`config.mk`:
```
export PLATFORM = sky130hd
export DESIGN_NAME = seq_booth_multiplier_flat
export DESIGN_NICKNAME = d
export VERILOG_FILES = /design/src/rtl/seq_booth_multiplier_if.sv /design/src/rtl/seq_booth_multiplier.sv /design/src/flat_wrapper.sv
export SDC_FILE = /design/constraint.sdc
export NUM_CORES = 1
export LEC_CHECK = 0
export CAP_MARGIN = 20
export CORE_ASPECT_RATIO = 1.5
export CORE_MARGIN = 5
export CORE_UTILIZATION = 59
export CTS_CLUSTER_DIAMETER = 40
export DETAILED_ROUTE_END_ITERATION = 8
export PLACE_DENSITY = 0.85
export SETUP_SLACK_MARGIN = 0.4
export SLEW_MARGIN = 20
export SYNTH_ARGS = -nofsm -noshare
export SYNTH_HDL_FRONTEND = slang
export SYNTH_SLANG_ARGS = --single-unit
export TNS_END_PERCENT = 30
```
`constraint.sdc`:
```
create_clock -name clk -period 8.6 [get_ports clk]
set_clock_uncertainty 0.2 [all_clocks]
set_input_delay 1.72 -clock clk [delete_from_list [all_inputs] [get_ports clk]]
set_output_delay 1.72 -clock clk [all_outputs]
set_load 0.02 [all_outputs]
```
`src/rtl/seq_booth_multiplier_if.sv`:
```
// rtl/seq_booth_multiplier_if.sv - start/busy/done handshake and operand/product bus for the sequential Booth multiplier
interface seq_booth_multiplier_if #(
   parameter int WIDTH = 8
);
   logic                 start;
   logic [WIDTH-1:0]     multiplicand;
   logic [WIDTH-1:0]     multiplier;
   logic                 busy;
   logic                 done;
   logic [2*WIDTH-1:0]   product;

   modport master (
      output start, multiplicand, multiplier,
      input  busy, done, product
   );

   modport slave (
      input  start, multiplicand, multiplier,
      output busy, done, product
   );
endinterface

```
`src/rtl/seq_booth_multiplier.sv`:
```
// rtl/seq_booth_multiplier.sv - sequential signed Booth multiplier, one recoding step per clock
// Radix-4 recoding (WIDTH/2 iterations) when BOOTH_RADIX4_EN is defined, radix-2 otherwise.
module seq_booth_multiplier #(
   parameter int WIDTH = 8
) (
   input  logic                   clk,
   input  logic                   rst_n,
   seq_booth_multiplier_if.slave  bus
);
`ifdef BOOTH_RADIX4_EN
   localparam int ITER = WIDTH / 2;
`else
   localparam int ITER = WIDTH;
`endif
   // Two guard bits keep A exact for the most-negative operand and for the +/-2M radix-4 term.
   localparam int AW = WIDTH + 2;
   localparam int CW = $clog2(ITER + 1);

   typedef enum logic {S_IDLE, S_RUN} state_t;

   state_t                r_state;
   logic signed [AW-1:0]  r_a;
   logic [WIDTH-1:0]      r_q;
   logic [WIDTH-1:0]      r_m;
   logic                  r_qm1;
   logic [CW-1:0]         r_cnt;
   logic                  r_busy;
   logic                  r_done;
   logic [2*WIDTH-1:0]    r_product;

   logic signed [AW-1:0]  w_m_ext;
   logic signed [AW-1:0]  w_addend;
   logic signed [AW-1:0]  w_sum;
   logic signed [AW-1:0]  w_a_nxt;
   logic [WIDTH-1:0]      w_q_nxt;
   logic                  w_qm1_nxt;

   assign w_m_ext = {{2{r_m[WIDTH-1]}}, r_m};

   always_comb begin
      w_addend = '0;
`ifdef BOOTH_RADIX4_EN
      case ({r_q[1:0], r_qm1})
         3'b001, 3'b010: w_addend = w_m_ext;
         3'b011:         w_addend = {w_m_ext[AW-2:0], 1'b0};
         3'b100:         w_addend = -{w_m_ext[AW-2:0], 1'b0};
         3'b101, 3'b110: w_addend = -w_m_ext;
         default:        w_addend = '0;
      endcase
      w_sum     = r_a + w_addend;
      w_a_nxt   = {{2{w_sum[AW-1]}}, w_sum[AW-1:2]};
      w_q_nxt   = {w_sum[1:0], r_q[WIDTH-1:2]};
      w_qm1_nxt = r_q[1];
`else
      case ({r_q[0], r_qm1})
         2'b01:   w_addend = w_m_ext;
         2'b10:   w_addend = -w_m_ext;
         default: w_addend = '0;
      endcase
      w_sum     = r_a + w_addend;
      w_a_nxt   = {w_sum[AW-1], w_sum[AW-1:1]};
      w_q_nxt   = {w_sum[0], r_q[WIDTH-1:1]};
      w_qm1_nxt = r_q[0];
`endif
   end

   always_ff @(posedge clk or negedge rst_n) begin
      if (!rst_n) begin
         r_state   <= S_IDLE;
         r_a       <= '0;
         r_q       <= '0;
         r_m       <= '0;
         r_qm1     <= 1'b0;
         r_cnt     <= '0;
         r_busy    <= 1'b0;
         r_done    <= 1'b0;
         r_product <= '0;
      end else begin
         r_done <= 1'b0;
         case (r_state)
            S_IDLE: begin
               if (bus.start) begin
                  r_m     <= bus.multiplicand;
                  r_q     <= bus.multiplier;
                  r_a     <= '0;
                  r_qm1   <= 1'b0;
                  r_cnt   <= CW'(ITER);
                  r_busy  <= 1'b1;
                  r_state <= S_RUN;
               end
            end
            S_RUN: begin
               r_a   <= w_a_nxt;
               r_q   <= w_q_nxt;
               r_qm1 <= w_qm1_nxt;
               r_cnt <= r_cnt - CW'(1);
               if (r_cnt == CW'(1)) begin
                  r_product <= {w_a_nxt[WIDTH-1:0], w_q_nxt};
                  r_done    <= 1'b1;
                  r_busy    <= 1'b0;
                  r_state   <= S_IDLE;
               end
            end
            default: r_state <= S_IDLE;
         endcase
      end
   end

   assign bus.busy    = r_busy;
   assign bus.done    = r_done;
   assign bus.product = r_product;
endmodule

```
`src/flat_wrapper.sv`:
```
// flat-port wrapper written by rule: the top's interface ports become plain ports
module seq_booth_multiplier_flat 
#(
   parameter int WIDTH = 8
)
  (clk, rst_n, bus_start, bus_multiplicand, bus_multiplier, bus_busy, bus_done, bus_product);
  seq_booth_multiplier_if #(.WIDTH(WIDTH)) bus_i ();
  input  logic clk;
  input  logic rst_n;
  input wire logic [$bits(bus_i.start)-1:0] bus_start;
  input wire logic [$bits(bus_i.multiplicand)-1:0] bus_multiplicand;
  input wire logic [$bits(bus_i.multiplier)-1:0] bus_multiplier;
  output wire logic [$bits(bus_i.busy)-1:0] bus_busy;
  output wire logic [$bits(bus_i.done)-1:0] bus_done;
  output wire logic [$bits(bus_i.product)-1:0] bus_product;
  assign bus_i.start = bus_start;
  assign bus_i.multiplicand = bus_multiplicand;
  assign bus_i.multiplier = bus_multiplier;
  assign bus_busy = bus_i.busy;
  assign bus_done = bus_i.done;
  assign bus_product = bus_i.product;
  seq_booth_multiplier #(.WIDTH(WIDTH)) u_core (.clk(clk), .rst_n(rst_n), .bus(bus_i));
endmodule
```
# Yosys cells after proc, flatten, opt, wreduce, memory -nomap -nowiden

Cells that the tools add are included.
W data, S select, Z words.

Add/subtract/negate cells: 3
Equal/unequal tests: 5
Multiplexer cells: 17
Bitwise operators: 1
Reductions and logical operators: 3

Operators by type and width:

| operator              | number |
|---|---|
| $pmux W10 S2          | 2 |
| $pmux W8 S2           | 1 |
| $add A10 B10 Y10      | 1 |
| $mux W10              | 1 |
| $neg A8 Y10           | 1 |
| $mux W8               | 1 |
| $pmux W4 S2           | 1 |
| $mux W1               | 7 |
| $pmux W1 S2           | 3 |
| $reduce_and A2 Y1     | 3 |
| $eq A4 B1 Y1 const B  | 1 |
| $mux W4               | 1 |
| $ne A2 B2 Y1 const B  | 2 |
| $sub A4 B1 Y4 const B | 1 |
| $eq A2 B1 Y1 const B  | 1 |
| $eq A2 B2 Y1 const B  | 1 |
| $not A1 Y1            | 1 |

Bits in registers: 50
Output and inout port bits: 18

# Logic depth before layout (Yosys ltp)

Word-level depth: 4
Mapped depth: 13

# Worst setup path after synthesis

No wires, ideal clock.

Path type: flip-flop to flip-flop
From: register u_core.r_m[0]
To: register u_core.r_product[15] (netlist: u_core.bus.product[15])
Setup time: 0.125 ns
Arrival: 2.701 ns
Required time: 8.275 ns
Setup slack: 5.574 ns
Cell stages (with the launch flop): 13
Buffers on the path: 0
Clock period less this slack: 3.026 ns
Cell sequence: dfrtp_1 inv_1 ha_1 or3b_2 nor3_1 xnor2_1 a22oi_1 nor2_1 ha_1 a2111o_1 o21ai_0 xnor2_1 mux2_2

Word-level cells in the longest chain between the ends: 3

Ends and longest elaborated chain:

| what                   | RTL line                   | text |
|---|---|---|
| from (decl)            | seq_booth_multiplier.sv:24 | `logic [WIDTH-1:0] r_m;` |
| from (signal assigned) | seq_booth_multiplier.sv:83 | `r_m <= bus.multiplicand;` |
| $neg A8 Y10            | seq_booth_multiplier.sv:57 | `2'b10: w_addend = -w_m_ext;` |
| $pmux W10 S2 *         | seq_booth_multiplier.sv:55 | `case ({r_q[0], r_qm1})` |
| $add A10 B10 Y10 *     | seq_booth_multiplier.sv:60 | `w_sum = r_a + w_addend;` |
| to (signal assigned)   | seq_booth_multiplier.sv:98 | `r_product <= {w_a_nxt[WIDTH-1:0], w_q_nxt};` |
| to (decl)              | seq_booth_multiplier.sv:29 | `logic [2*WIDTH-1:0] r_product;` |

Every way passes the cells marked *; elsewhere a longest branch is shown, timed or not.
A chain may end at the register's enable or synchronous reset.

# Worst setup path after layout

From: input bus_start
To: register u_core.r_m[7]

Word-level cells in the longest chain between the ends: 1

Ends and longest elaborated chain:

| what                        | RTL line           | text |
|---|---|---|
| from (decl)                 | flat_wrapper.sv:10 | `input wire logic [$bits(bus_i.start)-1:0] bus_start;` |
| $reduce_and A2 Y1 (no line) | -                  |  |

No other way between the ends.

==> run_results.csv <==
group,metric,value,unit
power,vdd_ir_drop_max,233,uV
synthesis,syn_area_per_cell,9.32,um2
global_routing,grtUsageTotal,19.9,%
synthesis,syn_inst,283,
power,total_power,1.24,mW
routing,drt-initial-drc-count,67,
routing,firstDrtPassIters,4,
critical_path,cp.arrival,3.69,ns
sta,fmax,271,MHz
power,seqPwrFrac,36.0,%
synthesis,synth.distinct_cells,48,
sta,worstMarginPinSlew,0.794,ns
synthesis,ys_top_cells_by_area,"dfrtp_1, nand2_1, ha_1, o21ai_0, mux2i_1",
sta,slew_viol_final,0,
global_routing,grt_pass1_wl,9450,um
synthesis,synth_edf_count,0,
cells_and_area,n_antenna_cell,0,
cts,cts_buffer_depth,2,
routing,via_per_inst,5.90,
floorplan,start_util,61.6,%
worst_hold_path,hold-path-cell-count,2,
placed_design,place_congestion,0.877,
global_routing,grt_antenna_before_repair,0,
synthesis,synth_most_common_cell,"nand2_1",
global_routing,grt-ovfl-total,0,
outcome,outcome,"complete, no violations",
cts,postCtsHoldBufs,0,
sta,min_period_over_period,42.9,%
sta,rsz0062_at_grt,"no",
power,p_leak,1.42,nW
cts,cts_resized,0,
job,maxCapViolCount,0,
floorplan,core-area,4280,um2
floorplan,die_y,91.9,um
synthesis,ys_seq_area_share,46.5,%
cells_and_area,syn2layout_area_growth,17.3,%
cells_and_area,final_util,72.3,%
cts,cts_buffers,5,
critical_path,r2r_cells,13,
floorplan,rows,29,
cells_and_area,design_area,3090,um2
routing,routedWlPerCell,15.2,um
synthesis,synth-main-ff-cell,"dfrtp_1",
critical_path,worstSetupPathType,"in -> reg",
critical_path,critPathMaxFanout,13,
placed_design,placed_area,3000,um2
cts,htreeDepth,2,
cts,path_clk_slew,0.09,ns
synthesis,ys_async_sr_fraction,100,%
cells_and_area,layout-drive-gt1-share,6.96,%
sta,period_needed,3.69,ns
placed_design,port_buffers,36,
power,p_switching,0.540,mW
critical_path,required,8.60,ns
sta,fin_tns_setup,0,ns
floorplan,io_pins,37,
synthesis,ys_ff_latch,49,
power,p_int,0.697,mW
global_routing,grt_max_degree,50,
floorplan,die_x,64.6,um
synthesis,synth_area_leader_cell,"dfrtp_1",
routing,drc_errors,0,
routing,routed_wl,5510,um
synthesis,synthDominantCellAreaShare,46.5,%
critical_path,start_kind,"input pin",
routing,vias,2136,
cts,cts_num_sinks,49,
synthesis,yosys_warnings,0,
cts,root_buffer,"clkbuf_8",
routing,ant_nets,0,
floorplan,dieArea,5930,um2
cts,tritoncts,"done",
cts,postCtsSetupBuffers,0,
synthesis,mappedNetlistArea,2640,um2
critical_path,crit_chain,"clkdlybuf4s50_1 > nor2b_1 > mux2_2",
sta,hold_ws,0.283,ns
power,p_comb_share,52.9,%
power,cellPowerDensity,400,nW/um2
placed_design,dpl.hpwl,4140,um
sta,hold_viol,0,
cells_and_area,nNetsFinal,349,
sta,max-slew-margin-rel,47.1,%
critical_path,max_stage_delay,0.88,ns
power,clockPowerShare,11.1,%
critical_path,slowest_stage,"clkdlybuf4s50_1",
worst_hold_path,hp-class,"reg -> reg",
sta,setup_viol,0,
global_routing,grt_pass1_vias,2066,
power,switching_share,43.6,%
critical_path,end_kind,"flop",
cells_and_area,num-fill-cells,337,
synthesis,syn_nets,317,
synthesis,yosys-top-cells-count,"nand2_1, dfrtp_1, o21ai_0, inv_1",
cts,clock_latency,0.30,ns
[final timing paths]
kind                                                    start                                 end  slack [ns]
max reg2reg                         u_core.r_m[0]$_DFFE_PN0P_  u_core.bus.product[15]$_DFFE_PN0P_        5.20
min in group asynchronous                               rst_n   u_core.bus.product[6]$_DFFE_PN0P_        1.20
min reg2reg                u_core.bus.product[10]$_DFFE_PN0P_  u_core.bus.product[10]$_DFFE_PN0P_        0.28
max                                                 bus_start           u_core.r_m[7]$_DFFE_PN0P_        4.91
max in group asynchronous                               rst_n         u_core.bus.busy$_DFFE_PN0P_        6.57
min                        u_core.bus.product[10]$_DFFE_PN0P_  u_core.bus.product[10]$_DFFE_PN0P_        0.28
[registers in the layout, summed over array words and instances (netlist names)]
signal / cells
u_core.bus.busy: 1
u_core.r_qm1: 1
u_core.r_state: 1
u_core.bus.product: 16
u_core.bus.done: 1
u_core.r_q: 8
u_core.r_m: 8
u_core.r_a: 9
u_core.r_cnt: 4
[through the flow]
step                instances  setup slack (ns)
floorplan                 283              5.57
detailed placement        354              4.57
global route              362              4.73
global placement          354              4.57
CTS                       362              4.90
finish                    362              4.91
[cells by family after synthesis]
group | Yosys count | share of synthesized area [%]
simple gates | 99 | 16.6
buf+inv | 27 | 4.32
xor+xnor | 6 | 1.99
flops | 49 | 46.5
fa+ha+maj | 15 | 7.40
compound gates | 73 | 17.6
mux | 14 | 5.60
[power by group through the flow]
stage                     clock network, mW  registers [mW]  logic (mW)
final                                 0.137           0.445       0.654
after global routing                  0.150           0.461       0.732
after CTS                             0.141           0.444       0.660
after detailed placement                  0           0.446       0.657
after global placement                    0           0.445       0.629
after floorplan                           0           0.453       0.449
[metal layers]
metal	part of all wire, %	up-vias	track usage (%)
li1	-	1041	-
met1	43	1039	25.0
met2	52	48	34.3
met3	3.8	8	3.79
met4	1.6	0	6.70
met5	0	-	0
[area by class of cell]
class | instances | area (um2) | area share [%]
clock buffer | 5 | 68.8 | 2.22
clock inverter | 3 | 22.5 | 0.728
inverter | 15 | 56.3 | 1.82
multi-input combinational | 207 | 1300 | 41.9
sequential | 49 | 1230 | 39.6
tap | 46 | 57.6 | 1.86
timing repair buffer | 37 | 365 | 11.8
[critical path, delay by kind of cell]
kind	cells	cell delay, ns
buffers and inverters	1	0.88
and+or+nand+nor	1	0.68
muxes	1	0.41
[cell usage in the layout, fill, tap and decap left out, types with 2 or more instances in the layout]
cell,n
o21a_1,3
a21oi_1,12
o21ai_0,30
xnor2_1,3
o21bai_1,2
nor2_1,14
buf_4,2
o31ai_1,3
a2111o_1,2
ha_1,14
clkbuf_8,5
mux2_2,6
nor2b_1,3
dfrtp_1,49
inv_1,15
o22ai_1,2
xor2_1,3
a22o_1,3
nor3_1,4
nand3_1,4
a21o_1,3
nand3b_1,2
mux2i_1,8
a211oi_1,2
clkinvlp_4,3
clkdlybuf4s50_1,35
a311oi_1,2
a22oi_1,3
nand2_1,61
(Power assumes the default switching activity.)
